**src/rtl/uart_core.sv**
```systemverilog
// uart_core: shared baud-tick generator with 8N1 transmitter and receiver.
// Define UART_FRAME_CHECK_EN to drop received frames whose stop bit samples as 0.
module uart_core #(
    parameter int SIZE_DATA      = 8,
    parameter int OVER_SAMPLE    = 16,
    parameter int MID_SAMPLE     = 8,
    parameter int SIZE_BAUD      = 24,
    parameter int BAUDRATE_VALUE = 325
) (
    input  logic                 i_clk,
    input  logic                 i_rst_n,
    input  logic                 i_tx_en,
    input  logic                 i_fifo_empty,
    input  logic [SIZE_DATA-1:0] i_tx_data,
    output logic                 o_tx_serial,
    output logic                 o_tx_done,
    input  logic                 i_rx_en,
    input  logic                 i_fifo_full,
    input  logic                 i_rx_serial,
    output logic [SIZE_DATA-1:0] o_rx_data,
    output logic                 o_rx_done,
    output logic                 o_stick
);
    localparam int TW = $clog2(OVER_SAMPLE);
    localparam int BW = $clog2(SIZE_DATA);

    typedef enum logic [1:0] {IDLE, START, DATA, STOP} state_t;

    logic [SIZE_BAUD-1:0] r_baud_cnt;
    logic                 w_tick;

    assign w_tick  = (r_baud_cnt == SIZE_BAUD'(BAUDRATE_VALUE - 1));
    assign o_stick = w_tick;

    always_ff @(posedge i_clk or negedge i_rst_n) begin
        if (!i_rst_n) r_baud_cnt <= '0;
        else          r_baud_cnt <= w_tick ? '0 : r_baud_cnt + SIZE_BAUD'(1);
    end

    state_t               r_tx_state;
    logic [TW-1:0]        r_tx_tick;
    logic [BW-1:0]        r_tx_bit;
    logic [SIZE_DATA-1:0] r_tx_shift;
    logic                 r_tx_serial;
    logic                 r_tx_done;
    logic                 w_tx_last;

    assign w_tx_last   = (r_tx_tick == TW'(OVER_SAMPLE - 1));
    assign o_tx_serial = r_tx_serial;
    assign o_tx_done   = r_tx_done;

    // Frames start on a tick so every bit lasts exactly OVER_SAMPLE tick periods.
    always_ff @(posedge i_clk or negedge i_rst_n) begin
        if (!i_rst_n) begin
            r_tx_state  <= IDLE;
            r_tx_tick   <= '0;
            r_tx_bit    <= '0;
            r_tx_shift  <= '0;
            r_tx_serial <= 1'b1;
            r_tx_done   <= 1'b0;
        end else begin
            r_tx_done <= 1'b0;
            case (r_tx_state)
                IDLE: begin
                    r_tx_serial <= 1'b1;
                    if (w_tick && i_tx_en && !i_fifo_empty) begin
                        r_tx_shift  <= i_tx_data;
                        r_tx_serial <= 1'b0;
                        r_tx_tick   <= '0;
                        r_tx_state  <= START;
                    end
                end
                START: if (w_tick) begin
                    if (w_tx_last) begin
                        r_tx_tick   <= '0;
                        r_tx_bit    <= '0;
                        r_tx_serial <= r_tx_shift[0];
                        r_tx_state  <= DATA;
                    end else r_tx_tick <= r_tx_tick + TW'(1);
                end
                DATA: if (w_tick) begin
                    if (w_tx_last) begin
                        r_tx_tick <= '0;
                        if (r_tx_bit == BW'(SIZE_DATA - 1)) begin
                            r_tx_serial <= 1'b1;
                            r_tx_state  <= STOP;
                        end else begin
                            r_tx_serial <= r_tx_shift[1];
                            r_tx_shift  <= r_tx_shift >> 1;
                            r_tx_bit    <= r_tx_bit + BW'(1);
                        end
                    end else r_tx_tick <= r_tx_tick + TW'(1);
                end
                STOP: if (w_tick) begin
                    if (w_tx_last) begin
                        r_tx_tick  <= '0;
                        r_tx_done  <= 1'b1;
                        r_tx_state <= IDLE;
                    end else r_tx_tick <= r_tx_tick + TW'(1);
                end
            endcase
        end
    end

    state_t               r_rx_state;
    logic [TW-1:0]        r_rx_tick;
    logic [BW-1:0]        r_rx_bit;
    logic [SIZE_DATA-1:0] r_rx_shift;
    logic [SIZE_DATA-1:0] r_rx_data;
    logic                 r_rx_done;
    logic                 r_rx_meta, r_rx_sync, r_rx_prev;
    logic                 w_rx_fall;
    logic                 w_rx_last;

    assign w_rx_fall = r_rx_prev & ~r_rx_sync;
    assign w_rx_last = (r_rx_tick == TW'(OVER_SAMPLE - 1));
    assign o_rx_data = r_rx_data;
    assign o_rx_done = r_rx_done;

    // Start detection is edge based so a frame ignored while full is skipped entirely.
    always_ff @(posedge i_clk or negedge i_rst_n) begin
        if (!i_rst_n) begin
            r_rx_meta  <= 1'b1;
            r_rx_sync  <= 1'b1;
            r_rx_prev  <= 1'b1;
            r_rx_state <= IDLE;
            r_rx_tick  <= '0;
            r_rx_bit   <= '0;
            r_rx_shift <= '0;
            r_rx_data  <= '0;
            r_rx_done  <= 1'b0;
        end else begin
            r_rx_meta <= i_rx_serial;
            r_rx_sync <= r_rx_meta;
            r_rx_prev <= r_rx_sync;
            r_rx_done <= 1'b0;
            case (r_rx_state)
                IDLE: if (i_rx_en && !i_fifo_full && w_rx_fall) begin
                    r_rx_tick  <= '0;
                    r_rx_state <= START;
                end
                START: if (w_tick) begin
                    if (r_rx_tick == TW'(MID_SAMPLE - 1)) begin
                        r_rx_tick  <= '0;
                        r_rx_bit   <= '0;
                        r_rx_state <= r_rx_sync ? IDLE : DATA;
                    end else r_rx_tick <= r_rx_tick + TW'(1);
                end
                DATA: if (w_tick) begin
                    if (w_rx_last) begin
                        r_rx_tick  <= '0;
                        r_rx_shift <= {r_rx_sync, r_rx_shift[SIZE_DATA-1:1]};
                        r_rx_bit   <= r_rx_bit + BW'(1);
                        if (r_rx_bit == BW'(SIZE_DATA - 1)) r_rx_state <= STOP;
                    end else r_rx_tick <= r_rx_tick + TW'(1);
                end
                STOP: if (w_tick) begin
                    if (w_rx_last) begin
                        r_rx_tick  <= '0;
                        r_rx_state <= IDLE;
`ifdef UART_FRAME_CHECK_EN
                        if (r_rx_sync) begin
                            r_rx_data <= r_rx_shift;
                            r_rx_done <= 1'b1;
                        end
`else
                        r_rx_data <= r_rx_shift;
                        r_rx_done <= 1'b1;
`endif
                    end else r_rx_tick <= r_rx_tick + TW'(1);
                end
            endcase
        end
    end
endmodule

```
**config.mk**
```make
export PLATFORM = sky130hd
export DESIGN_NAME = uart_core
export DESIGN_NICKNAME = d
export VERILOG_FILES = /design/src/rtl/uart_core.sv
export SDC_FILE = /design/constraint.sdc
export NUM_CORES = 1
export LEC_CHECK = 0
export ABC_AREA = 0
export BUFFER_PORTS_ARGS = -buffer_cell sky130_fd_sc_hd__buf_2
export CAP_MARGIN = 20
export CELL_PAD_IN_SITES_DETAIL_PLACEMENT = 1
export CELL_PAD_IN_SITES_GLOBAL_PLACEMENT = 2
export CORE_ASPECT_RATIO = 0.7
export CORE_UTILIZATION = 30
export DETAILED_ROUTE_END_ITERATION = 10
export GPL_TIMING_DRIVEN = 0
export PLACE_DENSITY_LB_ADDON = 0.1
export SYNTH_ARGS = -nofsm -noshare
export SYNTH_HDL_FRONTEND = slang
export SYNTH_SLANG_ARGS = --single-unit
```
**constraint.sdc**
```tcl
create_clock -name i_clk -period 2.2 [get_ports i_clk]
set_input_delay 0.44 -clock i_clk [delete_from_list [all_inputs] [get_ports i_clk]]
set_output_delay 0.44 -clock i_clk [all_outputs]
set_load 0.02 [all_outputs]
```
# [Yosys cells after proc, flatten, opt, wreduce, memory -nomap -nowiden]
# Index checks and enable logic that the tools add are counted.
[classes] add_sub_neg=5 eq_ne=31 muxes=59 n_bitwise=2 n_reduce_logical=24
[op_table] operator="$mux W2" n=17
[op_table] operator="$ne A2 B2 Y1 const B" n=17
[op_table] operator="$mux W4" n=8
[op_table] operator="$mux W8" n=4
[op_table] operator="$mux W3" n=9
[op_table] operator="$add A24 B1 Y24 const B" n=1
[op_table] operator="$eq A24 B9 Y1 const B" n=1
[op_table] operator="$mux W24" n=1
[op_table] operator="$pmux W2 S4" n=2
[op_table] operator="$pmux W8 S2" n=1
[op_table] operator="$reduce_and A8 Y1" n=2
[op_table] operator="$reduce_and A5 Y1" n=3
[op_table] operator="$mux W1" n=12
[op_table] operator="$pmux W3 S2" n=2
[op_table] operator="$pmux W4 S3" n=1
[op_table] operator="$reduce_and A3 Y1" n=3
[op_table] operator="$add A4 B1 Y4 const B" n=2
[op_table] operator="$eq A2 B2 Y1 const B" n=4
[op_table] operator="$eq A4 B4 Y1 const B" n=2
[op_table] operator="$pmux W4 S2" n=1
[op_table] operator="$add A3 B1 Y3 const B" n=2
[op_table] operator="$eq A3 B3 Y1 const B" n=2
[op_table] operator="$reduce_and A6 Y1" n=1
[op_table] operator="$reduce_bool A2 Y1" n=3
[op_table] operator="other kinds (13)" n=20
[totals] ff_bits=72 in_bits=15

# [Depth between registers and ports, before layout]
[depth] word_depth=5 mapped_depth=10 ltp_nobuf=8

# [Least setup slack after synthesis]
# No wires, ideal clock.
[synth_timing] kind="reg2reg" start="register r_baud_cnt[5]" end="register r_rx_shift[1]" setup_time_ns=0.125 t_arrival_ns=2.053 required_ns=2.075 slack_ns=0.022 path_stages_with_launch=7 n_path_buf=1 synth_period_minus_slack_ns=2.178 path_cell_list="dfrtp_1 or4_4 nor4_4 nand3_1 nor3b_1 buf_4 mux2_2"
[synth_between] elab_chain_len=2
[synth_rtl] item="start: declaration" line="29" text="logic [SIZE_BAUD-1:0] r_baud_cnt;"
[synth_rtl] item="start signal: assignment" line="37" text="else r_baud_cnt <= w_tick ? '0 : r_baud_cnt + SIZE_BAUD'(1);"
[synth_rtl] item="$eq A24 B9 Y1" line="32" text="assign w_tick = (r_baud_cnt == SIZE_BAUD'(BAUDRATE_VALUE - 1));"
[synth_rtl] item="$reduce_and A3 Y1 (no line)"
[synth_rtl] item="end signal: assignment" line="152" text="r_rx_shift <= {r_rx_sync, r_rx_shift[SIZE_DATA-1:1]};"
[synth_rtl] item="end: declaration" line="108" text="logic [SIZE_DATA-1:0] r_rx_shift;"
# Every way passes these cells.
# A chain may end at the register's enable or synchronous reset.

# [Final worst setup path]
[layout_timing] start="register r_baud_cnt[7]" end="output port o_stick"
[layout_between] elab_chain_len=1
[layout_rtl] item="$eq A24 B9 Y1" line="32"
[layout_rtl] item="end: declaration" line="22" text="output logic o_stick"
# Every way passes these cells.

==> results.json <==
{
  "start_util": 0.314,
  "cpMostUsedCell": "buf_6",
  "leakage_nw": 2.14,
  "outcome": "finished, violations left",
  "fmax_mhz": 413,
  "clk_latency_ps": 340,
  "reg2reg_to": "r_tx_shift[5]",
  "dr.pass1.iters": 4,
  "diodes": 0,
  "drtIter0Drc": 140,
  "synth_edf_count": 0,
  "ys_async_sr_fraction": 1.00,
  "port_buffers": 26,
  "drive_gt1_frac": 0.374,
  "rr_worst_depth": 9,
  "placed_area_um2": 3870,
  "route.detailed.drc": 0,
  "crit_slowest_cell": "or4_4",
  "row_count": 32,
  "antenna_found_initial": 0,
  "postLayoutCellArea_um2": 4640,
  "grt_max_degree": 50,
  "setup_viol": 28,
  "die_w_um": 132,
  "period_share": 1.10,
  "start_kind": "flop",
  "pre_cts_ws_ps": -394,
  "dr_total_vias": 2522,
  "synth_nets": 329,
  "fp.dieH_um": 92.7,
  "finalWorstSetupSlack_ps": -221,
  "slowest_delay_ps": 550,
  "io_pins": 27,
  "cts.path.max_buffers": 2,
  "area_growth_pct": 31.7,
  "tightest_slew_ps": 523,
  "cts.reportedPaths.clkPinSlew_ps": 60,
  "rsz0062_at_grt": "true",
  "required_ps": 1760,
  "crit_path_end_kind": "primary output",
  "report.final.slew_viol_count": 0,
  "place_congestion": 0.732,
  "pwr_density_cell_nw_per_um2": 629,
  "yosysTopAreaCell": "dfrtp_1",
  "die_area_um2": 12200,
  "cts_buffers": 9,
  "overflow": 0,
  "maxSlewHeadroom": 0.650,
  "yosys_warnings": 0,
  "synthesis.area_um2": 3520,
  "wl_per_cell_um": 15.9,
  "vias_per_cell": 4.83,
  "hpwl_um": 5580,
  "fin_crit_ps": 2420,
  "reg2reg_from": "r_baud_cnt[7]",
  "worst_ep_arrival_time_ps": 1980,
  "yosysSeqAreaShare": 0.513,
  "design.core.area_um2": 11200,
  "grt_usage": 0.151,
  "synth.distinct_cells": 48,
  "cts_tree": "yes",
  "nets": 392,
  "synth_top_area_share": 0.483,
  "cts-htree-levels": 3,
  "crit_chain": "or4_4 -> nor4_4 -> buf_6 -> nand2_8 -> inv_6 -> buf_8 -> buf_6",
  "max-vdd-ir-drop_uv": 333,
  "cp_max_fo": 2,
  "cts.sinks": 72,
  "syn_avg_cell_area_um2": 11.7,
  "reg2reg_slack_ps": -160,
  "synth_top_cells_by_area": "dfrtp_1, mux2_2, ha_1, xnor2_1, nand3_1",
  "cap_violations": 0,
  "hold_path_class": "in -> async",
  "grt_pass1_vias": 2650,
  "drtAntennaViolNets": 0,
  "hold_viol_final": 0,
  "setup_tns_ps": -2800,
  "routed_wl_um": 8310,
  "synthesis.instances": 301,
  "finClkSkew_ps": 6.13,
  "critical_path_class": "reg -> out",
  "ys.flop_type": "dfrtp_1",
  "grt_pass1_wl_um": 14200,
  "violations": "negative setup slack",
  "cts_root_buffer": "clkbuf_16",
  "ys_ff_latch": 72
}
how the worst max path moves through the flow:
stage                  start             to  slack [ps]  depth (start not counted)
2_1_floorplan  r_baud_cnt[5]  r_rx_shift[1]          20                          6
3_5_place_dp   r_baud_cnt[0]  r_rx_shift[1]        -390                          8
4_1_cts        r_baud_cnt[7]        o_stick        -320                          7
6_report       r_baud_cnt[7]        o_stick        -220                          7
3_3_place_gp   r_baud_cnt[5]  r_rx_shift[5]        -440                          6
5_1_grt        r_baud_cnt[7]        o_stick        -300                          7
logic make-up after synthesis:
logic type,after synthesis,share of synthesized area
compound gates,29,0.0600
xor+xnor,24,0.0597
fa+ha+maj,13,0.0462
buf+inv,22,0.0320
flops,72,0.513
mux,35,0.113
simple gates,106,0.177
metal layers:
metal | up-vias | track usage | share of wire
li1 | 1204 | - | -
met1 | 1288 | 0.224 | 0.55
met2 | 21 | 0.214 | 0.42
met3 | 9 | 0.0405 | 0.022
met4 | 0 | 0.0407 | 0.011
met5 | - | 0 | 0
cell type report:
| cell class | instances | area [um2] |
|---|---|---|
| buffer | 8 | 81.3 |
| clock inverter | 7 | 61.3 |
| multi-input combinational | 208 | 1830 |
| fill | 1201 | 6570 |
| tap | 153 | 191 |
| inverter | 14 | 57.6 |
| clock buffer | 9 | 225 |
| timing repair buffer | 51 | 385 |
| sequential | 72 | 1810 |
critical path: cells and delay by family (launching register included):
| kind | cells | cell delay [ps] |
|---|---|---|
| simple gates | 3 | 840 |
| flops | 1 | 370 |
| buf+inv | 4 | 420 |
Yosys cell counts, types with 2 or more instances:
cell,number
a22o_1,6
a21oi_1,3
and4_1,3
a2bb2oi_1,3
nor3b_1,2
nand4_1,8
nor4_1,4
nand2_1,17
nor2_1,13
nor2b_1,5
ha_1,13
buf_6,3
xnor2_1,15
inv_1,13
or4_1,2
nand3_1,26
a31oi_1,3
or2_2,3
buf_4,2
dfrtp_1,68
mux2_2,33
clkbuf_1,3
nor4bb_1,2
nor3_1,3
xor2_1,9
o21ai_0,9
dfstp_2,4
and3_1,6
state kept, by name, summed over array words and instances, names as in the netlist, named ones only:
| name | count |
|---|---|
| o_rx_data | 8 |
| o_rx_done | 1 |
| o_tx_done | 1 |
| o_tx_serial | 1 |
| r_baud_cnt | 24 |
| r_rx_bit | 3 |
| r_rx_meta | 1 |
| r_rx_prev | 1 |
| r_rx_shift | 8 |
| r_rx_state | 1 |
| r_rx_sync | 1 |
| r_rx_tick | 4 |
| r_tx_bit | 3 |
| r_tx_shift | 8 |
| r_tx_state | 2 |
| r_tx_tick | 4 |
metrics by stage:
step	power, mW	hold slack, ps	instances	utilization
final	2.92	11.7	522	0.414
after global routing	3.04	34.8	522	0.414
after CTS	2.97	18.0	521	0.405
after detailed placement	1.53	354	481	0.346
after global placement	1.52	349	480	0.343
after floorplan	1.45	144	301	-
repair_timing:
action                     4_1_cts  5_1_grt
pin swaps                        8       11
gates cloned                     1        0
buffers inserted                23        4
hold buffers                     0        0
gates resized for setup         46       20
setup endpoints to repair       40       47
cell usage in the layout (no fill, tap or decap), drive strengths merged, types with 4 or more instances in the layout:
| cell type | n |
|---|---|
| mux2 | 34 |
| a22o | 6 |
| nand4 | 10 |
| xor2 | 9 |
| and3 | 6 |
| dfstp | 4 |
| nor2b | 5 |
| clkbuf | 12 |
| nor2 | 14 |
| xnor2 | 15 |
| buf | 56 |
| inv | 19 |
| nand2 | 18 |
| o21ai | 9 |
| dfrtp | 68 |
| nand3 | 26 |
| ha | 13 |
| nor4 | 5 |
report_power, final:
part / switching (mW) / total [mW] / internal [mW] / leakage [nW]
registers: 0.0456 / 1.40 / 1.35 / 0.953
clock network: 0.621 / 1.41 / 0.787 / 0.135
logic: 0.0694 / 0.114 / 0.0444 / 1.05
total: 0.736 / 2.92 / 2.18 / 2.14
(Power assumes the default switching activity.)
